[src/rtl/sdrc_app_pkg.sv]
// Shared width codes and ratio helper for the SDRAM application-side width adapter.
package sdrc_app_pkg;

  typedef enum logic [1:0] {
    W32 = 2'b00,
    W16 = 2'b01,
    W8  = 2'b10
  } width_e;

  // Returns beats-per-word minus one; codes 1x all mean 8-bit host.
  function automatic logic [1:0] ratio_m1(input logic [1:0] w);
    logic [1:0] r;
    r = 2'd3;
    if (w == W32) r = 2'd0;
    else if (w == W16) r = 2'd1;
    return r;
  endfunction

endpackage

[src/rtl/sdrc_sync_fifo.sv]
// Show-ahead synchronous FIFO; a push while full is accepted when a pop happens in the same cycle.
module sdrc_sync_fifo #(
  parameter int W     = 36,
  parameter int DEPTH = 2
) (
  input  logic         clk,
  input  logic         reset,
  input  logic         push,
  input  logic         pop,
  input  logic [W-1:0] din,
  output logic [W-1:0] dout,
  output logic         full,
  output logic         empty
);
  localparam int AW = $clog2(DEPTH);

  logic [W-1:0] mem_q [DEPTH];
  logic [AW:0]  wr_ptr_q, rd_ptr_q;
  logic         do_push, do_pop;

  assign empty   = (wr_ptr_q == rd_ptr_q);
  assign full    = (wr_ptr_q[AW] != rd_ptr_q[AW]) && (wr_ptr_q[AW-1:0] == rd_ptr_q[AW-1:0]);
  assign do_pop  = pop & ~empty;
  assign do_push = push & (~full | do_pop);
  assign dout    = empty ? '0 : mem_q[rd_ptr_q[AW-1:0]];

  always_ff @(posedge clk or posedge reset) begin
    if (reset) begin
      wr_ptr_q <= '0;
      rd_ptr_q <= '0;
    end else begin
      if (do_push) wr_ptr_q <= wr_ptr_q + 1'b1;
      if (do_pop)  rd_ptr_q <= rd_ptr_q + 1'b1;
    end
  end

  always_ff @(posedge clk) begin
    if (do_push) mem_q[wr_ptr_q[AW-1:0]] <= din;
  end

endmodule

[src/rtl/sdrc_app_pack.sv]
// Packs narrow host write beats into 32-bit app words and unpacks 32-bit app read words into host beats.
module sdrc_app_pack
  import sdrc_app_pkg::*;
#(
  parameter int APP_DW   = 32,
  parameter int APP_BW   = 4,
  parameter int WR_DEPTH = 2,
  parameter int RD_DEPTH = 8
) (
  input  logic              clk,
  input  logic              reset,
  input  logic [1:0]        host_width,
  input  logic              host_wr_valid,
  output logic              host_wr_ready,
  input  logic [APP_DW-1:0] host_wr_data,
  input  logic [APP_BW-1:0] host_wr_en_n,
  output logic [APP_DW-1:0] app_wr_data,
  output logic [APP_BW-1:0] app_wr_en_n,
  output logic              wr_word_avail,
  input  logic              app_wr_next,
  input  logic [APP_DW-1:0] app_rd_data,
  input  logic              app_rd_valid,
  input  logic              app_last_rd,
  output logic              host_rd_valid,
  input  logic              host_rd_ready,
  output logic [APP_DW-1:0] host_rd_data,
  output logic              host_rd_last,
  output logic              wr_udf,
  output logic              rd_ovf
);
  logic [1:0]        width_q, r_m1;
  logic              width_chg;
  logic [1:0]        wr_beat_q, wr_beat_d, wr_beat_cur;
  logic [1:0]        rd_beat_q, rd_beat_d, rd_beat_cur;
  logic [APP_DW-1:0] asm_data_q, asm_data_d, base_data, lane_data, word_data;
  logic [APP_BW-1:0] asm_en_q, asm_en_d, base_en, lane_en, lane_mask, word_en;
  logic              wr_acc, wr_push, wr_full, wr_empty;
  logic [APP_BW+APP_DW-1:0] wr_head;
  logic              rd_full, rd_empty, rd_pop, rd_hs, rd_at_last;
  logic [APP_DW:0]   rd_head;
  logic              wr_udf_q, rd_ovf_q;

  // A width change takes effect in the same cycle: counters and partial word act as cleared.
  assign width_chg   = (host_width != width_q);
  assign r_m1        = ratio_m1(host_width);
  assign wr_beat_cur = width_chg ? 2'd0 : wr_beat_q;
  assign rd_beat_cur = width_chg ? 2'd0 : rd_beat_q;
  assign base_data   = width_chg ? '0 : asm_data_q;
  assign base_en     = width_chg ? '1 : asm_en_q;

  always_comb begin
    lane_mask = '1;
    lane_data = host_wr_data;
    lane_en   = host_wr_en_n;
    if (r_m1 == 2'd1) begin
      lane_mask = wr_beat_cur[0] ? 4'b1100 : 4'b0011;
      lane_data = {2{host_wr_data[15:0]}};
      lane_en   = {2{host_wr_en_n[1:0]}};
    end else if (r_m1 == 2'd3) begin
      lane_mask = 4'b0001 << wr_beat_cur;
      lane_data = {4{host_wr_data[7:0]}};
      lane_en   = {4{host_wr_en_n[0]}};
    end
  end

  for (genvar gi = 0; gi < APP_BW; gi++) begin : g_lane
    assign word_data[gi*8 +: 8] = lane_mask[gi] ? lane_data[gi*8 +: 8] : base_data[gi*8 +: 8];
    assign word_en[gi]          = lane_mask[gi] ? lane_en[gi] : base_en[gi];
  end

  always_comb begin
    wr_acc     = host_wr_valid & ~wr_full;
    wr_push    = wr_acc & (wr_beat_cur == r_m1);
    wr_beat_d  = wr_beat_cur;
    asm_data_d = base_data;
    asm_en_d   = base_en;
    if (wr_acc) begin
      wr_beat_d  = wr_push ? 2'd0 : wr_beat_cur + 2'd1;
      asm_data_d = word_data;
      asm_en_d   = word_en;
    end
  end

  sdrc_sync_fifo #(.W(APP_BW + APP_DW), .DEPTH(WR_DEPTH)) u_wr_fifo (
    .clk   (clk),
    .reset (reset),
    .push  (wr_push),
    .pop   (app_wr_next),
    .din   ({word_en, word_data}),
    .dout  (wr_head),
    .full  (wr_full),
    .empty (wr_empty)
  );

  assign host_wr_ready = ~wr_full;
  assign wr_word_avail = ~wr_empty;
  assign app_wr_data   = wr_head[APP_DW-1:0];
  assign app_wr_en_n   = wr_empty ? '1 : wr_head[APP_BW+APP_DW-1:APP_DW];

  assign rd_hs      = ~rd_empty & host_rd_ready;
  assign rd_at_last = (rd_beat_cur == r_m1);
  assign rd_pop     = rd_hs & rd_at_last;

  sdrc_sync_fifo #(.W(APP_DW + 1), .DEPTH(RD_DEPTH)) u_rd_fifo (
    .clk   (clk),
    .reset (reset),
    .push  (app_rd_valid),
    .pop   (rd_pop),
    .din   ({app_last_rd, app_rd_data}),
    .dout  (rd_head),
    .full  (rd_full),
    .empty (rd_empty)
  );

  always_comb begin
    host_rd_data = rd_head[APP_DW-1:0];
    if (r_m1 == 2'd1)
      host_rd_data = {16'h0, rd_beat_cur[0] ? rd_head[31:16] : rd_head[15:0]};
    else if (r_m1 == 2'd3)
      host_rd_data = {24'h0, rd_head[rd_beat_cur*8 +: 8]};
    rd_beat_d = rd_beat_cur;
    if (rd_hs) rd_beat_d = rd_at_last ? 2'd0 : rd_beat_cur + 2'd1;
  end

  assign host_rd_valid = ~rd_empty;
  assign host_rd_last  = ~rd_empty & rd_head[APP_DW] & rd_at_last;
  assign wr_udf        = wr_udf_q;
  assign rd_ovf        = rd_ovf_q;

  always_ff @(posedge clk or posedge reset) begin
    if (reset) begin
      width_q    <= W32;
      wr_beat_q  <= '0;
      rd_beat_q  <= '0;
      asm_data_q <= '0;
      asm_en_q   <= '1;
      wr_udf_q   <= 1'b0;
      rd_ovf_q   <= 1'b0;
    end else begin
      width_q    <= host_width;
      wr_beat_q  <= wr_beat_d;
      rd_beat_q  <= rd_beat_d;
      asm_data_q <= asm_data_d;
      asm_en_q   <= asm_en_d;
      if (app_wr_next & wr_empty)            wr_udf_q <= 1'b1;
      if (app_rd_valid & rd_full & ~rd_pop)  rd_ovf_q <= 1'b1;
    end
  end

endmodule

[config.mk]
export PLATFORM = sky130hd
export DESIGN_NAME = sdrc_app_pack
export DESIGN_NICKNAME = d
export VERILOG_FILES = /design/src/rtl/sdrc_app_pkg.sv /design/src/rtl/sdrc_sync_fifo.sv /design/src/rtl/sdrc_app_pack.sv
export SDC_FILE = /design/constraint.sdc
export NUM_CORES = 1
export LEC_CHECK = 0
export ABC_AREA = 0
export ABC_CLOCK_PERIOD_IN_PS = 6440
export CAP_MARGIN = 20
export CELL_PAD_IN_SITES_DETAIL_PLACEMENT = 0
export CELL_PAD_IN_SITES_GLOBAL_PLACEMENT = 1
export CORE_MARGIN = 2
export CORE_UTILIZATION = 49
export DETAILED_ROUTE_END_ITERATION = 7
export PLACE_DENSITY = 0.83
export SYNTH_ARGS = -nofsm -noshare
export SYNTH_HDL_FRONTEND = slang
export SYNTH_SLANG_ARGS = --single-unit
[constraint.sdc]
create_clock -name clk -period 6.44 [get_ports clk]
set_clock_uncertainty 0.05 [all_clocks]
set_input_delay 1.61 -clock clk [delete_from_list [all_inputs] [get_ports clk]]
set_output_delay 1.61 -clock clk [all_outputs]
set_load 0.01 [all_outputs]
## Yosys cells after proc, flatten, opt, wreduce, memory -nomap -nowiden

Memories as Yosys holds them, arrays and structs flattened.
Index checks and enable logic that the tools add are counted.

- Add/sub/neg operators: 6
- Equality and inequality tests: 12
- Shifts and indexed selects: 2
- Multiplexer cells: 37
- Bitwise gates (word level): 20
- Reductions and logical operators: 3

Operators with widths:

| cell | count |
|---|---|
| 32-bit two-way mux | 6 |
| 36-bit two-way mux | 1 |
| 33-bit two-way mux | 1 |
| 33-bit by 6-bit indexed part select with 8-bit output | 1 |
| 4-bit two-way mux | 8 |
| 8-bit two-way mux | 4 |
| 16-bit two-way mux | 1 |
| 2-bit two-way mux | 8 |
| 1-bit AND | 13 |
| 2-bit by 1-bit adder with 2-bit output (second input constant) | 4 |
| 4-bit by 1-bit adder with 4-bit output (second input constant) | 2 |
| 1-bit two-way mux | 8 |
| 2-bit == test | 3 |
| 1-bit inverter | 5 |
| 2-bit by 1-bit == test with 1-bit output (second input constant) | 2 |
| 4-bit == test | 1 |
| 1-bit by 2-bit left shift with 4-bit output (first input constant) | 1 |
| 3-bit == test | 1 |
| 2-bit == test (second input constant) | 1 |
| 1-bit logical AND | 2 |
| 2-bit zero test | 1 |
| 1-bit inequality test | 2 |
| 2-bit inequality test | 1 |
| 1-bit OR | 2 |
| 1-bit == test | 1 |

- Register bits: 56
- Memory bits (writable): 336
- Output and inout bits: 74
- Logic and storage cells: 93
- Memories: 2

Memory list:

| memory | depth | bits a word | read ports | clocked after memory_dff | wr ports | line | RTL |
|---|---|---|---|---|---|---|---|
| u_rd_fifo.mem_q | 8 | 33 | 1 | 0 | 1 | sdrc_sync_fifo.sv:17 | `logic [W-1:0] mem_q [DEPTH];` |
| u_wr_fifo.mem_q | 2 | 36 | 1 | 0 | 1 | sdrc_sync_fifo.sv:17 |  |

## Longest topological paths before layout

- Depth after elaboration: 10
- Depth in mapped cells: 13
- Depth with buffers taken out: 9

## Hierarchy

From an unflattened synthesis, not the netlist that was laid out.

- Cells, all modules: 1058
- Area total of the unflattened synthesis: 17071.4 um^2

Modules (own cells, without submodules):

| module | times used | cells each | area each (um^2) | seq. area each (um^2) |
|---|---|---|---|---|
| sdrc_sync_fifo at u_rd_fifo | 1 | 479 | 10555.1 | 8127.8 |
| sdrc_app_pack | 1 | 397 | 3493.4 | 1106.1 |
| sdrc_sync_fifo at u_wr_fifo | 1 | 182 | 3022.9 | 2262.2 |

## Worst setup path after synthesis

Ideal clock, no wire load.

- Kind: input -> register
- Start point: in host_width[0]
- End point: mem u_rd_fifo.mem_q[0][0] in the netlist's numbering, enable pin
- Setup time: 506 ps
- Arrival: 5672 ps
- Data required time: 5884 ps
- Slack: 212 ps
- Stages on the path: 6
- Path buffers: 1
- Path through: buf_4 > nor3_1 > a311oi_1 > o32ai_2 > o21ai_4 > nor4_1

- Cells in the longest elaborated chain, start to end: 10
- Elaborated cells on any way between the ends: 13

Ends and longest elaborated chain:

| item | line | RTL |
|---|---|---|
| from (decl) | sdrc_app_pack.sv:12 | `input logic [1:0] host_width,` |
| 2-bit by 1-bit == test with 1-bit output | sdrc_app_pkg.sv:15 | `else if (w == W16) r = 2'd1;` |
| 2-bit two-way mux | sdrc_app_pkg.sv:15 |  |
| 2-bit two-way mux | sdrc_app_pkg.sv:14 | `if (w == W32) r = 2'd0;` |
| 2-bit == test * | sdrc_app_pack.sv:101 | `assign rd_at_last = (rd_beat_cur == r_m1);` |
| 1-bit AND * | sdrc_app_pack.sv:102 | `assign rd_pop = rd_hs & rd_at_last;` |
| 1-bit AND * | sdrc_sync_fifo.sv:23 | `assign do_pop = pop & ~empty;` |
| 1-bit OR * | sdrc_sync_fifo.sv:24 | `assign do_push = push & (~full \| do_pop);` |
| 1-bit AND * | sdrc_sync_fifo.sv:24 |  |
| 1-bit two-way mux * | sdrc_sync_fifo.sv:38 | `if (do_push) mem_q[wr_ptr_q[AW-1:0]] <= din;` |
| 1-bit two-way mux (implied by the code) * | sdrc_sync_fifo.sv:38 |  |
| to (decl) | sdrc_sync_fifo.sv:17 |  |

Every way passes the cells marked *; elsewhere a longest branch is shown, timed or not.

## Final worst setup path

- Start point: in host_width[0]
- End point: out host_rd_data[0]

- Cells in the longest elaborated chain, start to end: 6
- Elaborated cells on any way between the ends: 12

Ends and longest elaborated chain:

| item | line | RTL |
|---|---|---|
| parallel branches: the longest is 5 deep, another holds 33-bit by 6-bit indexed part select with 8-bit output | - |  |
| 32-bit two-way mux * | sdrc_app_pack.sv:117 | `if (r_m1 == 2'd1)` |
| to (decl) | sdrc_app_pack.sv:26 | `output logic [APP_DW-1:0] host_rd_data,` |

Every way passes the cells marked *.

==> run_results.csv <==
group,metric,value,unit
timing,tightestPinTransition,0.919,ns
clock_network,clock_sinks,392,
clock_network,ctsResizeCount,0,
timing,setup_viol,0,
outcome,outcome,"completed",
synth,synth_top_cell_area_share,0.593,
job,maxCapViolCount,0,
global_route,grt_usage,0.221,
critical_path,crit_path_max_fanout,11,
synth,synth_edf_count,336,
layout,layout.nets,1347,
placement,portBuffers,150,
synth,yosys.area.top_type,"edfxtp_1",
timing,tns,0,ns
timing,max_slew_margin,0.387,
critical_path,critical_path_class,"input pin to output port",
placement,dp.cells,1676,
global_route,grt.overflow.total,0,
layout,drive_gt1_frac,0.148,
synth,synth_area,17000,um2
floorplan,dieWidth,190,um
timing,finalWorstSetupSlack,0.405,ns
timing,hold_viol,0,
timing,max_freq,166,MHz
clock_network,numCtsBuffers,41,
pwr,p_per_area,449,nW/um2
pwr,p_sw,3.07,mW
clock_network,cts_tree,"yes",
critical_path,critPathRequiredTime,4.78,ns
floorplan,initial_core_util,0.495,
pwr,ir_drop,0.000316,V
critical_path,cpMaxStageDelayCell,"clkdlybuf4s50_1",
critical_path,cp-start-kind,"input pin",
global_route,grt_pass1_wl,60100,um
placement,dp_hpwl,25400,um
synth,ys_ff_latch,392,
worst_hold_path,min_path_type,"flop to flop",
global_route,grt_pass1_vias,10000,
critical_path,r2r_slack,2.88,ns
clock_network,cts_root_buffer,"clkbuf_16",
placement,preCtsSetupSlack,0.452,ns
drt,firstDrtPassIters,5,
synth,ys_top_cells_by_area,"edfxtp_1, mux2i_1, dfrtp_1",
global_route,antenna_found_initial,3,
timing,drv_slew,0,
critical_path,r2r-end,"asm_en_q[1]$_DFF_PP1_",
pwr,power.share.clock,0.252,
floorplan,pin_count,151,
global_route,grt_max_degree,57,
clock_network,clk_pin_slew,0.06,ns
floorplan,core,34400,um2
critical_path,worst-r2r-cell-count,9,
layout,fin_cells,1751,
timing,rsz0062_at_grt,"false",
synth,yosysUniqueCellTypes,63,
layout,area_growth,19.7,%
drt,drc_errors,0,
clock_network,cts-hold-fix-buffers,0,
critical_path,r2r_start,"width_q[0]$_DFF_PP0_",
synth,syn_nets,1190,
synth,ys_warn_count,0,
critical_path,critPathArrivalTime,4.38,ns
drt,wl,39900,um
critical_path,crit_top_cell,"clkdlybuf4s50_1",
synth,synth_flop_cell,"edfxtp_1",
placement,gp_congestion,0.888,
clock_network,htreeDepth,2,
pwr,comb_power_share,0.369,
floorplan,num_rows,68,
critical_path,crit_end,"host_rd_data[0]",
pwr,swShare,0.335,
drt,drt_iter0_markers,810,
critical_path,max_stage_delay,0.66,ns
synth,async_reset_ff_frac,0.143,
pwr,p_int,6.08,mW
pwr,pwr-share-seq,0.379,
drt,ant_nets,0,
timing,min_period_over_period,0.937,
clock_network,postCtsSetupBuffers,0,
synth,seq_area_frac_synth,0.676,
timing,period_minus_slack,6.04,ns
floorplan,die_y,190,um
timing,whs,0.417,ns
synth,syn_avg_cell_area,15.4,um2
drt,avgViaCountPerCell,5.78,
pwr,leakage,7.20,nW
clock_network,clockBufferDepth,3,
synth,syn_inst,1107,
critical_path,crit_chain,"clkdlybuf4s50_1, xor2_2, nor3_4, a21oi_2, a211oi_1, nor3_1, clkdlybuf4s50_1",
drt,wl_per_cell,22.8,um
critical_path,startpoint,"host_width[0]",
drt,vias,10100,
clock_network,clock_latency,0.54,ns
critical_path,crit_path_end_kind,"output port",
floorplan,die_area,36200,um2
how the worst min path moves through the flow:
stage | start | to | slack, ns | cells past startpoint
2_1_floorplan | u_rd_fifo.rd_ptr_q[3]$_DFFE_PP0P_ | u_rd_fifo.rd_ptr_q[3]$_DFFE_PP0P_ | 0.41 | 1
3_3_place_gp | wr_udf$_DFFE_PP0P_ | wr_udf$_DFFE_PP0P_ | 0.40 | 1
3_5_place_dp | rd_ovf$_DFFE_PP0P_ | rd_ovf$_DFFE_PP0P_ | 0.41 | 2
4_1_cts | wr_udf$_DFFE_PP0P_ | wr_udf$_DFFE_PP0P_ | 0.42 | 1
5_1_grt | rd_ovf$_DFFE_PP0P_ | rd_ovf$_DFFE_PP0P_ | 0.44 | 2
6_report | wr_udf$_DFFE_PP0P_ | wr_udf$_DFFE_PP0P_ | 0.42 | 1
per-layer routing:
layer | vias up | share of wire | GRT usage
met2 | 406 | 0.48 | 0.369
met1 | 5071 | 0.42 | 0.299
met4 | 2 | 0.019 | 0.0564
met3 | 63 | 0.076 | 0.0460
met5 | - | 0.00023 | 0
li1 | 4571 | - | -
cell type report:
type / count / area, um2
well taps: 455 / 569
clock buffers: 55 / 1100
inverters: 16 / 60.1
fillers: 2657 / 14000
clock inverters: 18 / 211
diodes: 2 / 5.00
multi-input cells: 629 / 5120
repair buffers: 184 / 1780
flip-flops and latches: 392 / 11500
cell usage in the layout, fill, tap and decap left out, types with 15 or more instances in the layout:
cell type        count
clkbuf_16           42
nor2_1              81
nand3_1             22
clkdlybuf4s50_1    149
nor3_1              52
mux2i_1            141
inv_1               15
dfrtp_1             48
mux2_2              17
a21oi_1             19
buf_4               32
edfxtp_1           336
a211oi_1            16
mux4_2              42
o21ai_0             26
nand2_1             64
power by group through the flow:
| stage | sequential (mW) | combinational [mW] | clock, mW |
|---|---|---|---|
| after floorplan | 3.36 | 2.16 | 0 |
| after global placement | 3.49 | 3.36 | 0 |
| after detailed placement | 3.52 | 3.38 | 0 |
| after CTS | 3.47 | 3.40 | 2.34 |
| after global routing | 3.51 | 3.62 | 2.44 |
| final | 3.47 | 3.37 | 2.30 |
synthesized netlist by cell type, types with 8 or more instances:
library cell  count
a211oi_1         16
a21oi_1          19
a22o_1            8
buf_2            26
buf_4            15
clkbuf_1         20
dfrtp_1          52
edfxtp_1        336
inv_1            16
mux2_2           17
mux2i_1         141
mux4_2           42
nand2_1          64
nand2b_1         12
nand3_1          22
nor2_1           85
nor3_1           56
nor4_1           12
o21a_1            9
o21ai_0          27
o21ai_2           8
o221ai_1          8
o22ai_1           8
xnor2_1          10
xor2_1            8
cell families after synthesis:
family | share of synthesized area
buffers and inverters | 0.0265
adders and majority gates | 0.00442
AOI/OAI and AO/OA | 0.0535
muxes | 0.151
and+or+nand+nor | 0.0758
xor gates and xnor gates | 0.0131
DFF | 0.676
metrics by stage:
stage                util  area, um2  total power, mW
floorplan               -      17000             5.52
global placement    0.554      19000             6.85
detailed placement  0.554      19000             6.89
CTS                 0.592      20300             9.21
global route        0.592      20300             9.57
finish              0.592      20300             9.14
worst max-delay path: cells and delay by family:
kind	cells	cell delay, ns
AOI/OAI and AO/OA	2	0.73
xor gates and xnor gates	1	0.32
and+or+nand+nor	2	0.44
buffers and inverters	2	1.27
state kept, by name, indices dropped and copies added (netlist names):
register            flops
u_rd_fifo.mem_q       264
u_wr_fifo.mem_q        72
asm_data_q             32
asm_en_q                4
u_rd_fifo.rd_ptr_q      4
u_rd_fifo.wr_ptr_q      4
rd_beat_q               2
u_wr_fifo.rd_ptr_q      2
u_wr_fifo.wr_ptr_q      2
width_q                 2
wr_beat_q               2
rd_ovf                  1
wr_udf                  1
Power figures use the tool's default switching activity.
